File: src/rtl/midi_rt_pkg.sv
// MIDI real-time status bytes and transport state encoding shared by the
// clock tracker and its handshake front end.
package midi_rt_pkg;

    localparam logic [7:0] RT_CLOCK = 8'hF8;
    localparam logic [7:0] RT_START = 8'hFA;
    localparam logic [7:0] RT_CONT  = 8'hFB;
    localparam logic [7:0] RT_STOP  = 8'hFC;
    localparam logic [7:0] RT_SENSE = 8'hFE;
    localparam logic [7:0] RT_RESET = 8'hFF;

    typedef enum logic [1:0] {
        STOPPED = 2'd0,
        ARMED   = 2'd1,
        RUNNING = 2'd2
    } xport_state_t;

endpackage

File: src/rtl/midi_clock_tracker_if.sv
// Four-phase req/ack link carrying one real-time status byte per handshake
// from the CLOCK_25-domain UART shim (master) to the tracker (slave).
interface midi_clock_tracker_if;

    logic       rt_req;
    logic [7:0] rt_dat;
    logic       rt_ack;

    modport master (output rt_req, output rt_dat, input rt_ack);
    modport slave  (input rt_req, input rt_dat, output rt_ack);

endinterface

File: src/rtl/rt_req_sync.sv
// Brings the asynchronous rt_req into sysclk: two-flop synchronizer for the
// acknowledge, plus a third flop so each handshake yields one event strobe.
module rt_req_sync (
    input  logic sysclk,
    input  logic reset1,
    input  logic req_async,
    output logic rt_ack,
    output logic evt
);

    logic s1_q, s1_d;
    logic s2_q, s2_d;
    logic s3_q, s3_d;

    // NOTE: pure next-value logic with no conditional paths, so nothing can
    // be left unassigned and no latch can be inferred.
    always_comb begin
        s1_d = req_async;
        s2_d = s1_q;
        s3_d = s2_q;
    end

    // NOTE: state updates use <= so every flop samples pre-edge values and the
    // shift chain cannot collapse into a single stage.
    always_ff @(posedge sysclk or negedge reset1) begin
        if (!reset1) begin
            s1_q <= 1'b0;
            s2_q <= 1'b0;
            s3_q <= 1'b0;
        end else begin
            s1_q <= s1_d;
            s2_q <= s2_d;
            s3_q <= s3_d;
        end
    end

    // Async reset clears s2 at once, so the shim sees ack drop as an abort.
    assign rt_ack = s2_q;
    assign evt    = s2_q & ~s3_q;

endmodule

File: src/rtl/midi_clock_tracker.sv
// Tracks MIDI transport (start/continue/stop/clock/reset) in the slow sysclk
// domain: transport state, beat pulse, tick position and quarter-note period.
module midi_clock_tracker
    import midi_rt_pkg::*;
#(
    parameter int unsigned PPQN    = 24,
    parameter int unsigned CNT_W   = 16,
    parameter int unsigned TIMEOUT = 4096,
    parameter int unsigned TICK_W  = 5
) (
    input  logic                  sysclk,
    input  logic                  reset1,
    midi_clock_tracker_if.slave   rt,
    output logic                  running,
    output logic                  beat,
    output logic [TICK_W-1:0]     tick_pos,
    output logic [CNT_W-1:0]      period,
    output logic                  period_valid,
    output logic                  clk_lost
);

    localparam logic [TICK_W-1:0] TICK_LAST = TICK_W'(PPQN - 1);
    localparam logic [CNT_W-1:0]  IVL_LIMIT = CNT_W'(TIMEOUT - 1);
    localparam logic [CNT_W-1:0]  CNT_MAX   = {CNT_W{1'b1}};

    logic evt;

    rt_req_sync u_sync (
        .sysclk    (sysclk),
        .reset1    (reset1),
        .req_async (rt.rt_req),
        .rt_ack    (rt.rt_ack),
        .evt       (evt)
    );

    // rt_dat is held stable by the shim while rt_req is high, so it is safe
    // to use directly on the event cycle.
    logic ev_clock, ev_start, ev_cont, ev_stop, ev_reset;

    always_comb begin
        ev_clock = evt && (rt.rt_dat == RT_CLOCK);
        ev_start = evt && (rt.rt_dat == RT_START);
        ev_cont  = evt && (rt.rt_dat == RT_CONT);
        ev_stop  = evt && (rt.rt_dat == RT_STOP);
        ev_reset = evt && (rt.rt_dat == RT_RESET);
    end

    xport_state_t state_q, state_d;

    logic              running_q, running_d;
    logic              beat_q, beat_d;
    logic [TICK_W-1:0] tick_q, tick_d;
    logic [TICK_W-1:0] tick_inc;

    logic [CNT_W-1:0]  interval_q, interval_d;
    logic [CNT_W-1:0]  acc_q, acc_d;
    logic [TICK_W-1:0] acc_cnt_q, acc_cnt_d;
    logic [CNT_W-1:0]  period_q, period_d;
    logic              period_valid_q, period_valid_d;
    logic              clk_lost_q, clk_lost_d;

    logic [CNT_W:0]    acc_sum_w;
    logic [CNT_W-1:0]  acc_sum;

    always_ff @(posedge sysclk or negedge reset1) begin
        if (!reset1) state_q <= STOPPED;
        else         state_q <= state_d;
    end

    always_comb begin
        state_d = state_q;
        if (ev_reset) begin
            state_d = STOPPED;
        end else begin
            case (state_q)
                STOPPED: if (ev_start || ev_cont) state_d = ARMED;
                ARMED: begin
                    if (ev_clock)     state_d = RUNNING;
                    else if (ev_stop) state_d = STOPPED;
                end
                RUNNING: begin
                    if (ev_stop)       state_d = STOPPED;
                    else if (ev_start) state_d = ARMED;
                end
                default: state_d = STOPPED;
            endcase
        end
    end

    always_comb begin
        tick_inc  = (tick_q == TICK_LAST) ? '0 : tick_q + TICK_W'(1);
        tick_d    = tick_q;
        beat_d    = 1'b0;
        running_d = (state_d == RUNNING);
        if (ev_reset) begin
            tick_d = '0;
        end else begin
            case (state_q)
                STOPPED: if (ev_start) tick_d = '0;
                ARMED: begin
                    // A fresh start holds position 0 for the first clock;
                    // a continue resumes advancing from where it stopped.
                    if (ev_clock) begin
                        if (tick_q == '0) begin
                            beat_d = 1'b1;
                        end else begin
                            tick_d = tick_inc;
                            beat_d = (tick_inc == '0);
                        end
                    end else if (ev_start) begin
                        tick_d = '0;
                    end
                end
                RUNNING: begin
                    if (ev_clock) begin
                        tick_d = tick_inc;
                        beat_d = (tick_inc == '0);
                    end else if (ev_start) begin
                        tick_d = '0;
                    end
                end
                default: tick_d = tick_q;
            endcase
        end
    end

    // Once acc hits all-ones every later add saturates too, so saturation
    // persists until the window is closed or discarded.
    always_comb begin
        acc_sum_w = {1'b0, acc_q} + {1'b0, interval_q} + (CNT_W + 1)'(1);
        acc_sum   = acc_sum_w[CNT_W] ? CNT_MAX : acc_sum_w[CNT_W-1:0];
    end

    always_comb begin
        interval_d     = (interval_q == CNT_MAX) ? interval_q : interval_q + CNT_W'(1);
        acc_d          = acc_q;
        acc_cnt_d      = acc_cnt_q;
        period_d       = period_q;
        period_valid_d = period_valid_q;
        clk_lost_d     = clk_lost_q;

        if (ev_clock) begin
            interval_d = '0;
            clk_lost_d = 1'b0;
            // The first clock after a loss only re-establishes the interval.
            if (!clk_lost_q) begin
                if (acc_cnt_q == TICK_LAST) begin
                    period_d       = acc_sum;
                    period_valid_d = 1'b1;
                    acc_d          = '0;
                    acc_cnt_d      = '0;
                end else begin
                    acc_d     = acc_sum;
                    acc_cnt_d = acc_cnt_q + TICK_W'(1);
                end
            end
        end else if (interval_q == IVL_LIMIT) begin
            clk_lost_d     = 1'b1;
            period_valid_d = 1'b0;
            acc_d          = '0;
            acc_cnt_d      = '0;
        end

        if (ev_reset) begin
            period_d       = '0;
            period_valid_d = 1'b0;
            acc_d          = '0;
            acc_cnt_d      = '0;
        end
    end

    always_ff @(posedge sysclk or negedge reset1) begin
        if (!reset1) begin
            running_q      <= 1'b0;
            beat_q         <= 1'b0;
            tick_q         <= '0;
            interval_q     <= '0;
            acc_q          <= '0;
            acc_cnt_q      <= '0;
            period_q       <= '0;
            period_valid_q <= 1'b0;
            clk_lost_q     <= 1'b1;
        end else begin
            running_q      <= running_d;
            beat_q         <= beat_d;
            tick_q         <= tick_d;
            interval_q     <= interval_d;
            acc_q          <= acc_d;
            acc_cnt_q      <= acc_cnt_d;
            period_q       <= period_d;
            period_valid_q <= period_valid_d;
            clk_lost_q     <= clk_lost_d;
        end
    end

    assign running      = running_q;
    assign beat         = beat_q;
    assign tick_pos     = tick_q;
    assign period       = period_q;
    assign period_valid = period_valid_q;
    assign clk_lost     = clk_lost_q;

endmodule

File: src/flat_wrapper.sv
// flat-port wrapper written by rule: the top's interface ports become plain ports
module midi_clock_tracker_flat import midi_rt_pkg::*;
#(
    parameter int unsigned PPQN    = 24,
    parameter int unsigned CNT_W   = 16,
    parameter int unsigned TIMEOUT = 4096,
    parameter int unsigned TICK_W  = 5
)
  (sysclk, reset1, running, beat, tick_pos, period, period_valid, clk_lost, rt_rt_req, rt_rt_dat, rt_rt_ack);
  midi_clock_tracker_if rt_i ();
  input  logic sysclk;
  input  logic reset1;
  output logic running;
  output logic beat;
  output logic [TICK_W-1:0] tick_pos;
  output logic [CNT_W-1:0] period;
  output logic period_valid;
  output logic clk_lost;
  input wire logic [$bits(rt_i.rt_req)-1:0] rt_rt_req;
  input wire logic [$bits(rt_i.rt_dat)-1:0] rt_rt_dat;
  output wire logic [$bits(rt_i.rt_ack)-1:0] rt_rt_ack;
  assign rt_i.rt_req = rt_rt_req;
  assign rt_i.rt_dat = rt_rt_dat;
  assign rt_rt_ack = rt_i.rt_ack;
  midi_clock_tracker #(.PPQN(PPQN), .CNT_W(CNT_W), .TIMEOUT(TIMEOUT), .TICK_W(TICK_W)) u_core (.sysclk(sysclk), .reset1(reset1), .rt(rt_i), .running(running), .beat(beat), .tick_pos(tick_pos), .period(period), .period_valid(period_valid), .clk_lost(clk_lost));
endmodule
File: config.mk
export PLATFORM = sky130hd
export DESIGN_NAME = midi_clock_tracker_flat
export DESIGN_NICKNAME = d
export VERILOG_FILES = /design/src/rtl/midi_rt_pkg.sv /design/src/rtl/midi_clock_tracker_if.sv /design/src/rtl/rt_req_sync.sv /design/src/rtl/midi_clock_tracker.sv /design/src/flat_wrapper.sv
export SDC_FILE = /design/constraint.sdc
export NUM_CORES = 1
export LEC_CHECK = 0
export BUFFER_PORTS_ARGS = -buffer_cell sky130_fd_sc_hd__buf_2
export CAP_MARGIN = 20
export CORE_ASPECT_RATIO = 1.75
export CORE_MARGIN = 2
export CORE_UTILIZATION = 45
export DETAILED_ROUTE_END_ITERATION = 10
export PLACE_DENSITY_LB_ADDON = 0.3
export SYNTH_ARGS = -nofsm -noshare
export SYNTH_HDL_FRONTEND = slang
export SYNTH_SLANG_ARGS = --single-unit
File: constraint.sdc
create_clock -name sysclk -period 6.1 [get_ports sysclk]
set_input_delay 0 -clock sysclk [delete_from_list [all_inputs] [get_ports sysclk]]
set_output_delay 0 -clock sysclk [all_outputs]
set_load 0.05 [all_outputs]
==> results.md <==
* Buffers on Ports at 36
* First-pass GRT wire length at 15,600 microns
* Seq cells post-synth at 67
* Crit path max-delay family: compound AO/OA/AOI/OAI gates
* Yosys top cell area share at 42.1%
* Netlist Area Pre-Place at 0.00392 sq mm
* Final nets at 501
* Worst Path Required at 6310 ps
* Fillcell total at 847
* Startpoint types: flop
* Post-synth EDFFs at 0
* Clock latency on the worst-skew pair at 330 ps
* Clock sink count at 67
* Final period util at 46.2%
* Most frequent cell after synthesis: dfrtp_1
* CORE AREA at 0.00856 sq mm
* Pwr/cell area at 350 mW/mm^2
* Largest net degree at the start of global routing at 68
* CTS tree: built
* Synth unique cells at 57
* Die Ht at 127 microns
* Fin. Hold Viols at 0
* RSZ-0062 raised after global routing: no
* Post-DP HPWL at 6880 microns
* DIE AREA at 0.00950 sq mm
* Clk root buf: clkbuf_16
* Routability cong. at 0.965
* Vias per cell at 5.69
* Max-cap violation count at 0
* RR Startpoint: u_core.interval_q[0]$_DFFE_PN0P_
* Status: finished, final reports clean
* Sequential cell area at 0.00168 sq mm
* Place WS at 3330 ps
* DRT antenna net count at 0
* Worst Hold Class: in -> reg
* Setup slack after layout at 3280 ps
* CP max stage cell: dfrtp_1
* Static leakage power at 2.17 nW
* DR WL/cell at 15.8 microns
* Total GRT Usage at 21.8%
* Antenna fix cells at 0
* Flop-to-flop setup slack at 3280 ps
* Asr flop ratio synth at 100%
* Non-filler cells, final at 587
* Synth area leader: dfrtp_1
* Worst VDD drop at 0.000208 V
* Final min period at 2820 ps
* Worst Tran Pin Value at 1000 ps
* CP Cell Sequence: inv_1, ha_1, inv_1, fa_1, a211oi_1, o21ai_1, o22ai_1, o31a_1, mux2i_1, a21oi_1, a31o_2
* Sequential fraction of the synthesis area at 42.8%
* Worst endpoint data arrival time at 3030 ps
* Vias in the first global route at 3,293
* Total number of vias at 3,339
* Horiz. Die Dim at 74.6 microns
* Top FF cell, synth: dfrtp_1
* Setup crit end kind: flop
* Worst setup path startpoint: u_core.interval_q[0]$_DFFE_PN0P_
* Layout Skew at 6.01 ps
* # DRC at 0
* Synth top cells by count: 66 x dfrtp_1, 53 x nor2_1, 38 x nand2_1
* Yosys warns at 0
* Area contributors post-synth: dfrtp_1 42%, ha_1 7.7%, nor2_1 5.1%
* CP most frequent cell: inv_1
* Area grow syn2layout at 15.0%
* Share of layout cells above drive strength 1 at 14.0%
* DRT iter0 DRCs at 202
* Max FO, Critical Path at 6
* Slowest Stage Delay on Critical Path at 440 ps
* Final TNS setup at 0 ps
* Clock slew at reported path FFs at 50 ps
* Initial Utilization at 45.8%
* Syn_area_per_cell at 9.16 sq um
* CTS HTree Levels at 3
* Num CTS Buffers at 9
* Setup CP Type: reg -> reg
* Initial antenna violation count at 0
* Final Max Tran Viols at 0
* # IOs at 37
* Worst-case clock buffer depth at 2
* Num rows at 45
* Cells after Synth at 428
* Hold path startpoint: rt_rt_dat[0]
* Post-placement cell count at 569
* Net Count, Synth at 464
* Post-CTS Setup Bufs at 0
* Final setup fails at 0
* Crit path buf inv count at 2
* Fmax at 355 MHz
* Remaining global-route overflow at 0
* Rel. slew slack at 33.3%
* Area of the multi-input gates at 0.00211 sq mm
* Drt first pass iters at 4
* Final WL at 9300 microns
-- logic make-up after synthesis --
logic type,synth area share (%)
buffers and inverters,3.42
AND/OR/NAND/NOR,21.4
XOR/XNOR,5.59
AO/OA/AOI/OAI,17.3
flip-flops,42.8
multiplexers,1.05
adder cells (fa/ha/maj),8.43
-- layout make-up --
cell class / count / share of cell area, %
flip-flops and latches: 67 / 37.2
clock buffers: 10 / 5.30
repair buffers: 40 / 4.77
well taps: 117 / 3.25
multi-input cells: 332 / 46.8
inverters: 15 / 1.25
clock inverters: 6 / 1.44
-- tightest hold or removal path: cells and delay by family --
| family | cells | cell delay [ps] |
|---|---|---|
| AOI/OAI and AO/OA | 1 | 60 |
| buffers and inverters | 1 | 130 |
| and+or+nand+nor | 3 | 280 |
-- timing repair --
item                                    CTS  global route
gates resized for setup                   0             0
hold buffers                              2             0
endpoints found under the hold margin    67             0
endpoints found under the setup margin    0             0
-- where the power goes --
group	internal, mW	total (mW)	switching, mW	leakage [nW]
Combinational	0.190	0.474	0.284	1.16
Sequential	0.500	0.587	0.0866	0.871
Clock	0.327	0.515	0.188	0.148
Total	1.02	1.58	0.559	2.17
-- per-layer routing --
metal | GRT usage [%] | part of all wire (%)
met1 | 22.7 | 36
met2 | 38.0 | 55
met3 | 5.68 | 4.0
met4 | 12.7 | 4.4
met5 | 0 | 0
-- sequential cells by signal (all words and copies together) (netlist names) --
signal,flops
u_core.acc_q,16
u_core.interval_q,16
u_core.period,16
u_core.acc_cnt_q,5
u_core.tick_pos,5
u_core.state_q,2
u_core.beat,1
u_core.clk_lost,1
u_core.period_valid,1
u_core.running,1
u_core.u_sync.rt_ack,1
u_core.u_sync.s1_q,1
u_core.u_sync.s3_q,1
-- worst paths after layout --
path | end | cells after the start
worst max-delay path | u_core.period[12]$_DFFE_PN0P_ | 11
worst min-delay path | u_core.acc_cnt_q[3]$_DFFE_PN0P_ | 5
worst max register to register | u_core.period[12]$_DFFE_PN0P_ | 11
worst min register to register | u_core.u_sync.rt_ack$_DFF_PN0_ | 0
max in group asynchronous | u_core.interval_q[5]$_DFFE_PN0P_ | 3
min in group asynchronous | u_core.tick_pos[4]$_DFFE_PN0P_ | 3
-- per-stage QoR --
stage	power (mW)	hold slack [ps]	instance area, sq um	utilization, %
CTS	1.59	160	4510	52.7
global placement	1.05	123	4180	48.9
global route	1.69	217	4510	52.7
detailed placement	1.06	123	4180	48.9
finish	1.58	183	4510	52.7
floorplan	0.927	-296	3920	-
-- placed cells by master (no fill, tap or decap), types with 14 or more instances in the layout --
cell	instances
a21oi_1	18
buf_2	36
nand2_1	38
nor2_1	53
o21ai_0	35
xor2_1	14
ha_1	24
dfrtp_1	66
inv_1	15
nand3_1	29
Note: power is estimated with default switching activity, not from simulation.
